===== src/rtl/uart_pkt_pkg.sv =====
// rtl/uart_pkt_pkg.sv - shared constants, state types and payload encoder for the UART packet link
//
// Purpose: definitions common to the packet transmitter, its byte serializer
//          and the receive-side loader.
// Contents:
//   START_BYTE / STOP_BYTE : framing bytes (0x55 / 0xAA)
//   ADDR_W / DATA_W        : word field widths (10 / 12)
//   pkt_state_t            : packet sequencer states
//   ser_state_t            : 8N1 serializer states
//   encode_payload()       : splits an address/data word into four 6-bit payload bytes
package uart_pkt_pkg;

    localparam logic [7:0] START_BYTE = 8'h55;
    localparam logic [7:0] STOP_BYTE  = 8'hAA;

    localparam int ADDR_W = 10;
    localparam int DATA_W = 12;
    localparam int WORD_W = ADDR_W + DATA_W;

    typedef enum logic {
        PKT_IDLE,
        PKT_SEND
    } pkt_state_t;

    typedef enum logic [1:0] {
        SER_IDLE,
        SER_START,
        SER_DATA,
        SER_STOP
    } ser_state_t;

    // Element [0] is the first payload byte on the wire.
    typedef logic [3:0][7:0] payload_t;

    // Every payload byte carries at most 6 bits with the top two bits clear,
    // so it can never be mistaken for 0x55 or 0xAA by the receiver.
    function automatic payload_t encode_payload(input logic [ADDR_W-1:0] addr,
                                                input logic [DATA_W-1:0] data);
        payload_t p;
        p[0] = {4'b0000, addr[9:6]};
        p[1] = {2'b00, addr[5:0]};
        p[2] = {2'b00, data[11:6]};
        p[3] = {2'b00, data[5:0]};
        return p;
    endfunction

endpackage


===== src/rtl/uart_tx_serializer.sv =====
// rtl/uart_tx_serializer.sv - byte-level 8N1 UART transmitter with valid/ready input
//
// Purpose: shifts one byte out as start bit, 8 data bits LSB first, stop bit,
//          each bit CLK_FREQ/BAUD clock cycles long.
// Ports:
//   clk      in   system clock
//   rst_n    in   asynchronous active-low reset
//   i_data   in   byte to send
//   i_valid  in   i_data is offered this cycle
//   o_ready  out  serializer idle; a byte is taken on an edge with i_valid & o_ready
//   o_tx     out  serial line, idle high
module uart_tx_serializer
    import uart_pkt_pkg::*;
#(
    parameter int CLK_FREQ = 25000000,
    parameter int BAUD     = 115200
) (
    input  logic       clk,
    input  logic       rst_n,
    input  logic [7:0] i_data,
    input  logic       i_valid,
    output logic       o_ready,
    output logic       o_tx
);

    localparam int CLKS_PER_BIT = CLK_FREQ / BAUD;
    localparam int CNT_W        = $clog2(CLKS_PER_BIT);

    localparam logic [CNT_W-1:0] BIT_LAST  = CNT_W'(CLKS_PER_BIT - 1);
    // STOP hands over one cycle early: the IDLE cycle that follows is the
    // final cycle of the stop bit, and a waiting byte is loaded at its end,
    // so the stop bit is exactly CLKS_PER_BIT long even back-to-back.
    localparam logic [CNT_W-1:0] STOP_LAST = CNT_W'(CLKS_PER_BIT - 2);

    ser_state_t       r_state;
    logic [CNT_W-1:0] r_baud;
    logic [2:0]       r_bit;
    logic [7:0]       r_shift;
    logic             r_tx;

    assign o_ready = (r_state == SER_IDLE);
    assign o_tx    = r_tx;

    always_ff @(posedge clk or negedge rst_n) begin
        if (!rst_n) begin
            r_state <= SER_IDLE;
            r_baud  <= '0;
            r_bit   <= '0;
            r_shift <= '0;
            r_tx    <= 1'b1;
        end else begin
            case (r_state)
                SER_IDLE: begin
                    r_tx <= 1'b1;
                    if (i_valid) begin
                        r_shift <= i_data;
                        r_tx    <= 1'b0;
                        r_baud  <= '0;
                        r_state <= SER_START;
                    end
                end

                SER_START: begin
                    if (r_baud == BIT_LAST) begin
                        r_baud  <= '0;
                        r_bit   <= '0;
                        r_tx    <= r_shift[0];
                        r_shift <= {1'b0, r_shift[7:1]};
                        r_state <= SER_DATA;
                    end else begin
                        r_baud <= r_baud + CNT_W'(1);
                    end
                end

                SER_DATA: begin
                    if (r_baud == BIT_LAST) begin
                        r_baud <= '0;
                        if (r_bit == 3'd7) begin
                            r_tx    <= 1'b1;
                            r_state <= SER_STOP;
                        end else begin
                            r_bit   <= r_bit + 3'd1;
                            r_tx    <= r_shift[0];
                            r_shift <= {1'b0, r_shift[7:1]};
                        end
                    end else begin
                        r_baud <= r_baud + CNT_W'(1);
                    end
                end

                SER_STOP: begin
                    if (r_baud == STOP_LAST) begin
                        r_baud  <= '0;
                        r_state <= SER_IDLE;
                    end else begin
                        r_baud <= r_baud + CNT_W'(1);
                    end
                end

                default: begin
                    r_state <= SER_IDLE;
                    r_tx    <= 1'b1;
                end
            endcase
        end
    end

endmodule


===== src/rtl/uart_packet_tx.sv =====
// rtl/uart_packet_tx.sv - buffers address/data words and sends each as a framed 6-byte UART packet
//
// Purpose: word FIFO + packet sequencer in front of an 8N1 serializer.
//          Packet on the wire: 0x55, b0, b1, b2, b3, 0xAA.
// Ports:
//   clk           in   system clock
//   rst_n         in   asynchronous active-low reset; aborts any packet, empties the FIFO
//   i_word_addr   in   10-bit address of the word to send
//   i_word_data   in   12-bit data of the word to send
//   i_word_valid  in   word offered this cycle
//   o_word_ready  out  FIFO not full; word taken on an edge with valid & ready
//   o_tx          out  serial line, idle high
//   o_busy        out  FIFO non-empty or packet in flight
//   o_pkt_done    out  one-cycle pulse as the last byte of a packet finishes
module uart_packet_tx
    import uart_pkt_pkg::*;
#(
    parameter int CLK_FREQ   = 25000000,
    parameter int BAUD       = 115200,
    parameter int FIFO_DEPTH = 4
) (
    input  logic              clk,
    input  logic              rst_n,
    input  logic [ADDR_W-1:0] i_word_addr,
    input  logic [DATA_W-1:0] i_word_data,
    input  logic              i_word_valid,
    output logic              o_word_ready,
    output logic              o_tx,
    output logic              o_busy,
    output logic              o_pkt_done
);

    localparam int PTR_W = $clog2(FIFO_DEPTH);
    localparam int CNT_W = PTR_W + 1;

    // ------------------------------------------------------------------
    // Word FIFO
    // ------------------------------------------------------------------
    logic [WORD_W-1:0] r_fifo [FIFO_DEPTH];
    logic [PTR_W-1:0]  r_wr_ptr;
    logic [PTR_W-1:0]  r_rd_ptr;
    logic [CNT_W-1:0]  r_count;

    pkt_state_t        r_pkt_state;
    logic [2:0]        r_byte_idx;
    logic [WORD_W-1:0] r_hold;
    logic              r_last_inflight;

    logic              w_push;
    logic              w_pop;
    logic              w_ser_ready;
    logic              w_ser_valid;
    logic              w_ser_accept;
    logic [7:0]        w_ser_byte;
    payload_t          w_payload;

    assign o_word_ready = (r_count != CNT_W'(FIFO_DEPTH));
    assign w_push       = i_word_valid & o_word_ready;
    assign w_pop        = (r_pkt_state == PKT_IDLE) && (r_count != '0);

    // Storage needs no reset; occupancy is tracked by r_count.
    always_ff @(posedge clk) begin
        if (w_push) begin
            r_fifo[r_wr_ptr] <= {i_word_addr, i_word_data};
        end
    end

    // Pointers wrap naturally because FIFO_DEPTH is a power of two.
    always_ff @(posedge clk or negedge rst_n) begin
        if (!rst_n) begin
            r_wr_ptr <= '0;
            r_rd_ptr <= '0;
            r_count  <= '0;
        end else begin
            if (w_push) begin
                r_wr_ptr <= r_wr_ptr + PTR_W'(1);
            end
            if (w_pop) begin
                r_rd_ptr <= r_rd_ptr + PTR_W'(1);
            end
            case ({w_push, w_pop})
                2'b10:   r_count <= r_count + CNT_W'(1);
                2'b01:   r_count <= r_count - CNT_W'(1);
                default: r_count <= r_count;
            endcase
        end
    end

    // ------------------------------------------------------------------
    // Packet sequencer
    // ------------------------------------------------------------------
    assign w_payload    = encode_payload(r_hold[WORD_W-1:DATA_W], r_hold[DATA_W-1:0]);
    assign w_ser_valid  = (r_pkt_state == PKT_SEND);
    assign w_ser_accept = w_ser_valid & w_ser_ready;

    always_comb begin
        w_ser_byte = STOP_BYTE;
        case (r_byte_idx)
            3'd0:    w_ser_byte = START_BYTE;
            3'd1:    w_ser_byte = w_payload[0];
            3'd2:    w_ser_byte = w_payload[1];
            3'd3:    w_ser_byte = w_payload[2];
            3'd4:    w_ser_byte = w_payload[3];
            default: w_ser_byte = STOP_BYTE;
        endcase
    end

    // r_last_inflight marks that the STOP byte has been handed to the
    // serializer; the serializer's return to idle then ends the packet.
    always_ff @(posedge clk or negedge rst_n) begin
        if (!rst_n) begin
            r_pkt_state     <= PKT_IDLE;
            r_byte_idx      <= '0;
            r_hold          <= '0;
            r_last_inflight <= 1'b0;
        end else begin
            case (r_pkt_state)
                PKT_IDLE: begin
                    if (w_pop) begin
                        r_hold      <= r_fifo[r_rd_ptr];
                        r_byte_idx  <= '0;
                        r_pkt_state <= PKT_SEND;
                    end
                end

                PKT_SEND: begin
                    if (w_ser_accept) begin
                        if (r_byte_idx == 3'd5) begin
                            r_byte_idx  <= '0;
                            r_pkt_state <= PKT_IDLE;
                        end else begin
                            r_byte_idx <= r_byte_idx + 3'd1;
                        end
                    end
                end

                default: r_pkt_state <= PKT_IDLE;
            endcase

            if (w_ser_accept && (r_byte_idx == 3'd5)) begin
                r_last_inflight <= 1'b1;
            end else if (w_ser_ready) begin
                r_last_inflight <= 1'b0;
            end
        end
    end

    assign o_pkt_done = r_last_inflight & w_ser_ready;
    assign o_busy     = (r_count != '0) || (r_pkt_state == PKT_SEND)
                        || (r_last_inflight && !w_ser_ready);

    // ------------------------------------------------------------------
    // Byte serializer
    // ------------------------------------------------------------------
    uart_tx_serializer #(
        .CLK_FREQ (CLK_FREQ),
        .BAUD     (BAUD)
    ) u_serializer (
        .clk     (clk),
        .rst_n   (rst_n),
        .i_data  (w_ser_byte),
        .i_valid (w_ser_valid),
        .o_ready (w_ser_ready),
        .o_tx    (o_tx)
    );

endmodule


===== config.mk =====
export PLATFORM = sky130hd
export DESIGN_NAME = uart_packet_tx
export DESIGN_NICKNAME = d
export VERILOG_FILES = /design/src/rtl/uart_pkt_pkg.sv /design/src/rtl/uart_tx_serializer.sv /design/src/rtl/uart_packet_tx.sv
export SDC_FILE = /design/constraint.sdc
export NUM_CORES = 1
export LEC_CHECK = 0
export BUFFER_PORTS_ARGS = -buffer_cell sky130_fd_sc_hd__buf_2
export CAP_MARGIN = 10
export CORE_MARGIN = 4
export CORE_UTILIZATION = 61
export DETAILED_ROUTE_END_ITERATION = 8
export GPL_TIMING_DRIVEN = 0
export PLACE_DENSITY = 0.9
export SLEW_MARGIN = 20
export SYNTH_ARGS = -nofsm -noshare
export SYNTH_HDL_FRONTEND = slang
export SYNTH_SLANG_ARGS = --single-unit

===== constraint.sdc =====
create_clock -name clk -period 2.8 [get_ports clk]
set_input_delay 0.42 -clock clk [delete_from_list [all_inputs] [get_ports clk]]
set_output_delay 0.42 -clock clk [all_outputs]
set_load 0.1 [all_outputs]

==> metrics.txt, run 1 <==
ANT cells=0; clk slew on worst S/H paths=around 0.06 ns; Total Wirelength=roughly 13 mm; Hold Path Origin=i_word_addr[9]; CTS tree=done; sequential area share after synthesis=65.55%; Row Count=36; Fin Clk Skew=0.009943 ns; Post-synth ARST share=between 30% and 40%; EDFF count, synth=88; CTS buffer count=17; synthesis warning total=0; largest family of logic cells by synthesized area=multiplexers; CP peak stage delay=0.60 ns; IO Port Bufs=28; post-synth top area share=42.82%; Detailed Place HPWL=7.428 mm; PostCTS Resize Cnt=0; Tmin final=2.648 ns; via count=3,598; r2r setup slk=~0.15 ns; worst slew pin tran=0.7701 ns; htree depth=4; XOR/XNOR Fraction of Synth Area=1.419%; Highest Clock Rate=approximately 380 MHz; area leader, netlist=edfxtp_1; worst setup margin=0.1524 ns; design area=approximately 7100 µm²; share of layout cells above drive strength 1=27.94%; met3 Use GR=between 5 and 6%; Mapped Area=just over 6000 µm²; initial antenna violation count=0; Post-synth top flop=edfxtp_1; VDD IR max=between 0.6 and 0.7 mV; wire per inst=around 21 µm; Ports=29; worst-path maximum fanout=10; hold_ws=0.1066 ns; leakage=2.772 nW; Synth Instances=390; vias per cell=6.161; Hold Path Class=input port to flip-flop; critical path type=flip-flop to flip-flop; Tcrit/Tclk final=94.56%; total gr overflow=0; final hold vios=0; mean area per synthesized cell=between 15 and 20 µm²; Die X=around 110 µm; setup TNS=0 ns; post-layout util=72.02%; Worst Path Required=3.24 ns; critical path cell sequence=buf_2, nor2_1, buf_2, ha_1, inv_1, fa_1, xor2_1, nor2_1, xor2_1; Arr. time, crit path=about 3.1 ns; number of DRC markers in iteration 0=roughly 370; Synth Area in Compound Gates=7.218%; hold endpoint=r_fifo[1][21]; Post-Synth Adder-Cell Area=under 10%; largest net degree at the start of global routing=57; pwr/cell area=between 1000 and 1500 nW/µm²; final non-filler cell total=slightly below 600; first-pass GRT wire length=20.19 mm; relative slew slack=48.55%; Area Overhead vs Synth=14.60%; Antenna Nets Post-Route=0; total of max-cap violations=0; grt peak-use layer=met2; Final #Nets=480; Die H=approximately 110 µm; outcome=finished, final reports clean; unrepaired setup endpoints after global routing=false; final setup fails=0; hold depth=1; post-CTS setup buffer count=0; clock latency on the worst-skew pair=0.52 ns; Die ar.=~12,000 µm²; Num Clock Sinks=approximately 140; most frequent cells in the layout=edfxtp_1, dfrtp_1, buf_2, mux2_2, mux4_2; commonest non-fill, non-tap cell in the layout=edfxtp_1; 1st-pass router iterations=5; Worst R2R End=r_count[2]; Total Power=7.903 mW; fill count=617; vias in the first global route=3,788; Worst setup SP type=flip-flop; Critical-path top delay cell=nor2_1; DP Worst Slack=around 0.25 ns; synth top area cells=edfxtp_1, dfrtp_1, mux4_2, mux2_2, ha_1; met2 Use GR=between 30 and 40%; gr usage total=23.40%; CTS root buf=clkbuf_8; DP Area=6485 µm²; Synth cell types=48; syn nets=432; routability congestion estimate=about 0.86; R2R Path Start=r_pkt_state; met1 Use GR=between 20 and 30%; core footprint=9819 µm²; clk buf depth=2; DR DRC count=0; placed insts=551; Synth Area in Simple Gates=5.799%; Pins Over Slew Limit=0; Worst R2R Path Depth=9; Yosys reg bits=144; CP endpoint kind=flip-flop; proportion of synthesized area in mux cells=13.69%; Initial Util=a little over three fifths
[cells by family (layout without fill, tap and decap cells)]
| family | after synthesis | in the layout |
|---|---|---|
| mux | 53 | 53 |
| fa+ha+maj | 18 | 18 |
| compound gates | 62 | 62 |
| buf+inv | 38 | 99 |
| flops | 144 | 144 |
| xor+xnor | 10 | 10 |
| simple gates | 65 | 65 |
[flip-flops by register name, indices dropped and copies added, names as in the netlist, 2 cells and up]
register and flops:
r_wr_ptr 2, r_fifo 88, r_hold 22, u_serializer.r_bit 3
r_rd_ptr 2, r_byte_idx 3, r_count 3, u_serializer.r_shift 8
u_serializer.r_baud 8, u_serializer.r_state 2
[report_power, final]
| group | total, mW | leakage, nW | switching (mW) | internal (mW) |
|---|---|---|---|---|
| registers | 3.22 | 1.51 | 0.334 | 2.88 |
| clock network | 2.20 | 0.282 | 0.915 | 1.28 |
| logic | 2.49 | 0.983 | 1.39 | 1.10 |
[cell type report]
cell class              count  area (µm²)  share of cell area [%]
plain buffers              18       85.08                   1.203
clock buffers              18       417.9                   5.909
clock inverters            14       153.9                   2.176
inverters                  20       75.07                   1.062
multi-input cells         208        1976                   27.94
flip-flops and latches    144        4045                   57.20
well taps                 133       166.4                   2.353
repair buffers             29       152.6                   2.159
[cell usage after synthesis (all sizes together) (2+ instances only)]
master / number
xnor2: 6
a221o: 2
o31ai: 6
ha: 16
a21oi: 8
nor4: 3
a22o: 5
nor2b: 10
nor3: 2
nand3: 7
xor2: 4
nand2: 16
o2bb2ai: 3
o211ai: 3
dfrtp: 55
edfxtp: 88
nor2: 12
clkbuf: 9
mux2i: 3
buf: 9
and2: 3
a21o: 5
inv: 20
a221oi: 2
a22oi: 4
o21ai: 15
mux2: 28
a32o: 3
or3: 2
and3: 4
mux4: 22
[worst max-delay path by stage]
stage | to | cells after the start | from
after floorplan | o_busy | 4 | u_serializer.r_state[0]
after global placement | r_count[2] | 9 | r_pkt_state
after detailed placement | r_count[2] | 9 | r_pkt_state
after CTS | r_count[2] | 9 | r_pkt_state
after global routing | r_count[2] | 9 | r_pkt_state
final | r_count[2] | 9 | r_pkt_state
[critical path: cells and delay by family, from the launching register on]
kind          cells  cell delay [ns]
simple gates      2             0.71
flops             1             0.35
fa+ha+maj         2             0.60
xor+xnor          2             0.30
buf+inv           3             0.61
[metal layers]
metal | wire [µm] | vias up
li1 | - | 1584
met3 | 632 | 21
met4 | 252 | 0
met1 | 4998 | 1860
met2 | 6648 | 133
met5 | 0 | -
[repair_timing]
| action | 4_1_cts | 5_1_grt |
|---|---|---|
| setup endpoints to repair | 0 | 0 |
| hold endpoints to repair | 55 | 0 |
| hold buffers | 1 | 0 |
Power figures use the tool's default switching activity.
==> run 2: changes to the inputs <==
Settings changed: CELL_PAD_IN_SITES_DETAIL_PLACEMENT set to 1, CELL_PAD_IN_SITES_GLOBAL_PLACEMENT set to 1, CORE_UTILIZATION 61 to 52.
==> metrics.txt, run 2 (synthesis results as in run 1) <==
clk buf depth=2 (unchanged); number of DRC markers in iteration 0=262 (-28%); VDD IR max=0.7309 mV (+7.7%); Worst setup SP type=flip-flop; Worst Path Required=3.14 ns (-0.10 ns); vias in the first global route=3,872 (+2.2%); worst-path maximum fanout=10 (unchanged); Highest Clock Rate=410.7 MHz (+8.7%); routability congestion estimate=0.8527 (-0.47%); worst slew pin tran=0.7385 ns (-0.03161 ns); clk slew on worst S/H paths=0.06 ns (about the same); IO Port Bufs=28 (unchanged); relative slew slack=50.77% (+2.2 points); design area=7099 µm² (+0.39%); Die H=116.9 µm (+7.7%); PostCTS Resize Cnt=0 (unchanged); commonest non-fill, non-tap cell in the layout=edfxtp_1; Ports=29 (unchanged); Fin Clk Skew=0.008783 ns (-0.001160 ns); Die X=116.9 µm (+7.7%); Initial Util=53.59% (-9.3 points); Final #Nets=479 (-0.21%); final hold vios=0 (unchanged); first-pass GRT wire length=22.29 mm (+10%); gr usage total=22.54% (-0.87 points); Area Overhead vs Synth=15.04%; register with the most flip-flops=r_fifo; Total Wirelength=13.75 mm (+9.7%); worst setup margin=0.3652 ns (+0.2128 ns); vias per cell=6.062 (-1.6%); DR DRC count=0 (unchanged); Tcrit/Tclk final=86.96% (-7.6 points); Antenna Nets Post-Route=0 (unchanged); fill count=1,030 (+67%); critical path type=flip-flop to flip-flop; Row Count=39 (+8.3%); 1st-pass router iterations=4 (-1); Largest regs=r_fifo x88, r_hold x22; final setup fails=0 (unchanged); wire per inst=23.18 µm (+8.0%); pwr/cell area=1133 nW/µm² (+1.4%); DP Worst Slack=0.2280 ns (-0.01887 ns); CP endpoint kind=flip-flop; unrepaired setup endpoints after global routing=false; outcome=finished, final reports clean; Arr. time, crit path=2.78 ns (-0.31 ns); htree depth=4 (unchanged); via count=3,595 (-0.083%); CTS tree=done; total gr overflow=0 (unchanged); Die ar.=13,670 µm² (+16%); post-layout util=61.65% (-10 points); DP Area=6502 µm² (+0.27%); clock latency on the worst-skew pair=0.42 ns (-0.10 ns); initial antenna violation count=0 (unchanged); most frequent cells in the layout=edfxtp_1, dfrtp_1, buf_2, mux2_2, mux4_2; largest net degree at the start of global routing=57 (unchanged); core footprint=11,520 µm² (+17%); share of layout cells above drive strength 1=28.44% (+0.51 points); post-CTS setup buffer count=0 (unchanged); Tmin final=2.435 ns (-0.2128 ns); CTS root buf=clkbuf_16; max FFs per register=88 (unchanged); total of max-cap violations=0 (unchanged); Detailed Place HPWL=8.642 mm (+16%); Pins Over Slew Limit=0 (unchanged); CTS buffer count=17 (unchanged); hold_ws=0.05286 ns (-0.05372 ns); Num Clock Sinks=144 (unchanged); Hold Path Class=input port to async pin; ANT cells=0 (unchanged); setup TNS=0 ns (unchanged); Post-CTS Hold Buffers=0 (-1); leakage=2.777 nW (+0.19%)
run 2: cell types whose count changed in the layout (fill, tap and decap cells not counted), sizes merged:
| cell | delta |
|---|---|
| clkinvlp | +1 |
| clkbuf | +1 |
| bufinv | +1 |
| dlygate4sd3 | -1 |
| inv | -3 |
run 2: path summary, 6_finish.rpt:
path                       cells past startpoint  slack, ns               startpoint                       to
max                                            9       0.37              r_pkt_state               r_count[2]
min                                            1       0.05                    rst_n  u_serializer.r_shift[2]
max in group asynchronous                      1       2.24                    rst_n              r_wr_ptr[1]
min reg2reg                                    1       0.50  u_serializer.r_shift[3]  u_serializer.r_shift[3]
min in group clk                               1       0.21           i_word_data[2]             r_fifo[0][2]
max reg2reg                                    9       0.37              r_pkt_state               r_count[2]
run 2: power breakdown:
part	leakage, nW	total (mW)	switching [mW]	internal (mW)
clock network	0.291	2.29	0.885	1.40
registers	1.51	3.23	0.347	2.88
logic	0.978	2.53	1.43	1.10
run 2: worst max-delay path: stages (launching register included):
cell and delay (ns):
dfrtp_1 0.36, buf_2 0.18, nor2_2 0.40, buf_2 0.32
ha_1 0.23, inv_1 0.07, fa_1 0.39, xor2_1 0.16
nor2_1 0.11, xor2_1 0.15
run 2: final cells by class:
type	count	area (µm²)	share of cell area, %
well taps	143	178.9	2.520
flip-flops and latches	144	4045	56.98
clock inverters	13	161.4	2.274
clock buffers	19	432.9	6.098
multi-input cells	208	1978	27.86
repair buffers	28	142.6	2.009
plain buffers	18	85.08	1.198
inverters	20	75.07	1.057
run 2: per-stage QoR:
stage                     std cells  power, mW
after floorplan                 390      5.005
after global routing            593      8.510
after detailed placement        561      5.734
after CTS                       593      8.113
final                           593      8.044
after global placement          561      5.539
run 2: metal layers:
metal	global-route usage [%]	up-vias	routed length (µm)
li1	-	1586	-
met5	0	-	0
met2	39.14	102	7386
met4	6.498	0	191
met3	5.810	14	603
met1	28.09	1893	5564
==> run 3: changes to the inputs <==
Settings changed: RECOVER_POWER set to 50.
==> metrics.txt, run 3 (synthesis results as in run 1) <==
outcome=finished, final reports clean; vias in the first global route=3,872 (unchanged); worst-path maximum fanout=10 (unchanged); pwr/cell area=1138 nW/µm² (+0.41%); footprint of the multi-input gates=1973 µm² (-0.25%); leakage=2.714 nW (-2.3%); CTS root buf=clkbuf_16; Highest Clock Rate=412.1 MHz (+0.34%); Ports=29 (unchanged); Register Area=4045 µm² (unchanged); total of max-cap violations=0 (unchanged); final setup fails=0 (unchanged); Total Power=8.037 mW (about the same); Num Clock Sinks=144 (unchanged); final hold vios=0 (unchanged); Total Wirelength=13.74 mm (about the same); critical path type=flip-flop to flip-flop; total gr overflow=0 (unchanged); core footprint=11,520 µm² (unchanged); VDD IR max=0.7322 mV (+0.17%); setup TNS=0 ns (unchanged); Die ar.=13,670 µm² (unchanged); first-pass GRT wire length=22.29 mm (unchanged); htree depth=4 (unchanged); ANT cells=0 (unchanged); Row Count=39 (unchanged); Fin Clk Skew=0.008512 ns (-0.0002706 ns); wire per inst=23.16 µm (about the same); max FFs per register=88 (unchanged); DR DRC count=0 (unchanged); r2r setup slk=0.37 ns (about the same); Tmin final=2.427 ns (-0.008140 ns); clk slew on worst S/H paths=0.06 ns (about the same); Tcrit/Tclk final=86.67% (-0.29 points); Initial Util=53.59% (unchanged); Worst setup SP type=flip-flop; initial antenna violation count=0 (unchanged); fill count=1,038 (+0.78%); Antenna Nets Post-Route=0 (unchanged); post-CTS setup buffer count=0 (unchanged); commonest non-fill, non-tap cell in the layout=edfxtp_1; Worst Setup SP=r_pkt_state; Area Overhead vs Synth=14.48%; routability congestion estimate=0.8527 (unchanged); Worst R2R End=r_count[2]; worst setup path end=r_count[2]; gr usage total=22.54% (unchanged); worst slew pin tran=1.440 ns (+0.7020 ns); CTS buffer count=17 (unchanged); number of DRC markers in iteration 0=257 (-1.9%); Largest regs=r_fifo x88, r_hold x22; clock latency on the worst-skew pair=0.42 ns (about the same); via count=3,559 (-1.0%); Hold Path Class=input port to flip-flop; Pins Over Slew Limit=0 (unchanged); post-layout util=61.34% (-0.30 points); Final #Nets=479 (unchanged); Die X=116.9 µm (unchanged); vias per cell=6.002 (-1.0%); relative slew slack=3.968% (-47 points); register with the most flip-flops=r_fifo; largest net degree at the start of global routing=57 (unchanged); clk buf depth=2 (unchanged); CP endpoint kind=flip-flop; Die H=116.9 µm (unchanged); R2R Path Start=r_pkt_state; share of layout cells above drive strength 1=23.33% (-5.1 points); 1st-pass router iterations=4 (unchanged); Worst Path Required=3.15 ns (about the same); Detailed Place HPWL=8.642 mm (unchanged); Worst R2R Path Depth=9 (unchanged); most frequent cells in the layout=edfxtp_1, dfrtp_1, clkbuf_1, mux2_2, mux4_2; IO Port Bufs=28 (unchanged); unrepaired setup endpoints after global routing=false; Arr. time, crit path=2.77 ns (about the same); CTS tree=done
==> run 3: worst min-delay path by stage <==
stage	from	to	slack (ns)	depth (start not counted)
floorplan	rst_n	r_byte_idx[0]	0.12	0
global placement	u_serializer.r_shift[1]	u_serializer.r_shift[1]	0.48	1
detailed placement	u_serializer.r_shift[3]	u_serializer.r_shift[3]	0.49	1
CTS	rst_n	u_serializer.r_shift[2]	0.07	1
global route	i_word_addr[2]	r_fifo[2][14]	0.26	1
finish	i_word_addr[3]	r_fifo[2][15]	0.27	1
==> run 3: timing repair <==
action / 4_1_cts / 5_1_grt
hold buffers: 0 / 0
endpoints found under the setup margin: 0 / 1
resized for setup: 0 / 1
==> run 3: layout make-up <==
| type | instances | area share [%] |
|---|---|---|
| Buffer | 18 | 1.204 |
| Tap cell | 143 | 2.533 |
| Inverter | 20 | 1.063 |
| Clock buffer | 19 | 6.128 |
| Timing Repair Buffer | 28 | 1.594 |
| Multi-Input combinational cell | 208 | 27.93 |
| Sequential cell | 144 | 57.26 |
| Clock inverter | 13 | 2.285 |
==> run 3: critical path, stage by stage (launching register included) <==
cell	delay [ns]
dfrtp_1	0.36
buf_2	0.18
nor2_2	0.39
buf_2	0.32
ha_1	0.23
inv_1	0.07
fa_1	0.39
xor2_1	0.16
nor2_1	0.11
xor2_1	0.15
==> run 3: layer usage <==
metal | part of all wire, % | GRT usage (%) | wire, µm | up-vias
met1 | 40 | 28.09 | 5537 | 1884
met4 | 1.4 | 6.498 | 191 | 0
met5 | 0 | 0 | 0 | -
li1 | - | - | - | 1584
met2 | 54 | 39.14 | 7400 | 77
met3 | 4.4 | 5.810 | 605 | 14
==> run 3: per-stage QoR <==
| step | setup WS, ns | cell area [µm²] | std cells | hold WS, ns |
|---|---|---|---|---|
| 6_report | 0.3733 | 7064 | 593 | 0.2669 |
| 5_1_grt | 0.1614 | 7064 | 593 | 0.2598 |
| 4_1_cts | 0.1915 | 7097 | 593 | 0.06993 |
| 3_5_place_dp | 0.2280 | 6502 | 561 | 0.4855 |
| 3_3_place_gp | 0.3329 | 6495 | 561 | 0.4753 |
| 2_1_floorplan | 0.2210 | 6176 | 390 | 0.1244 |
==> run 3: power breakdown <==
group | internal, mW | total, mW | leakage, nW | switching, mW
clock network | 1.40 | 2.29 | 0.291 | 0.890
logic | 1.09 | 2.52 | 0.916 | 1.42
registers | 2.88 | 3.23 | 1.51 | 0.345
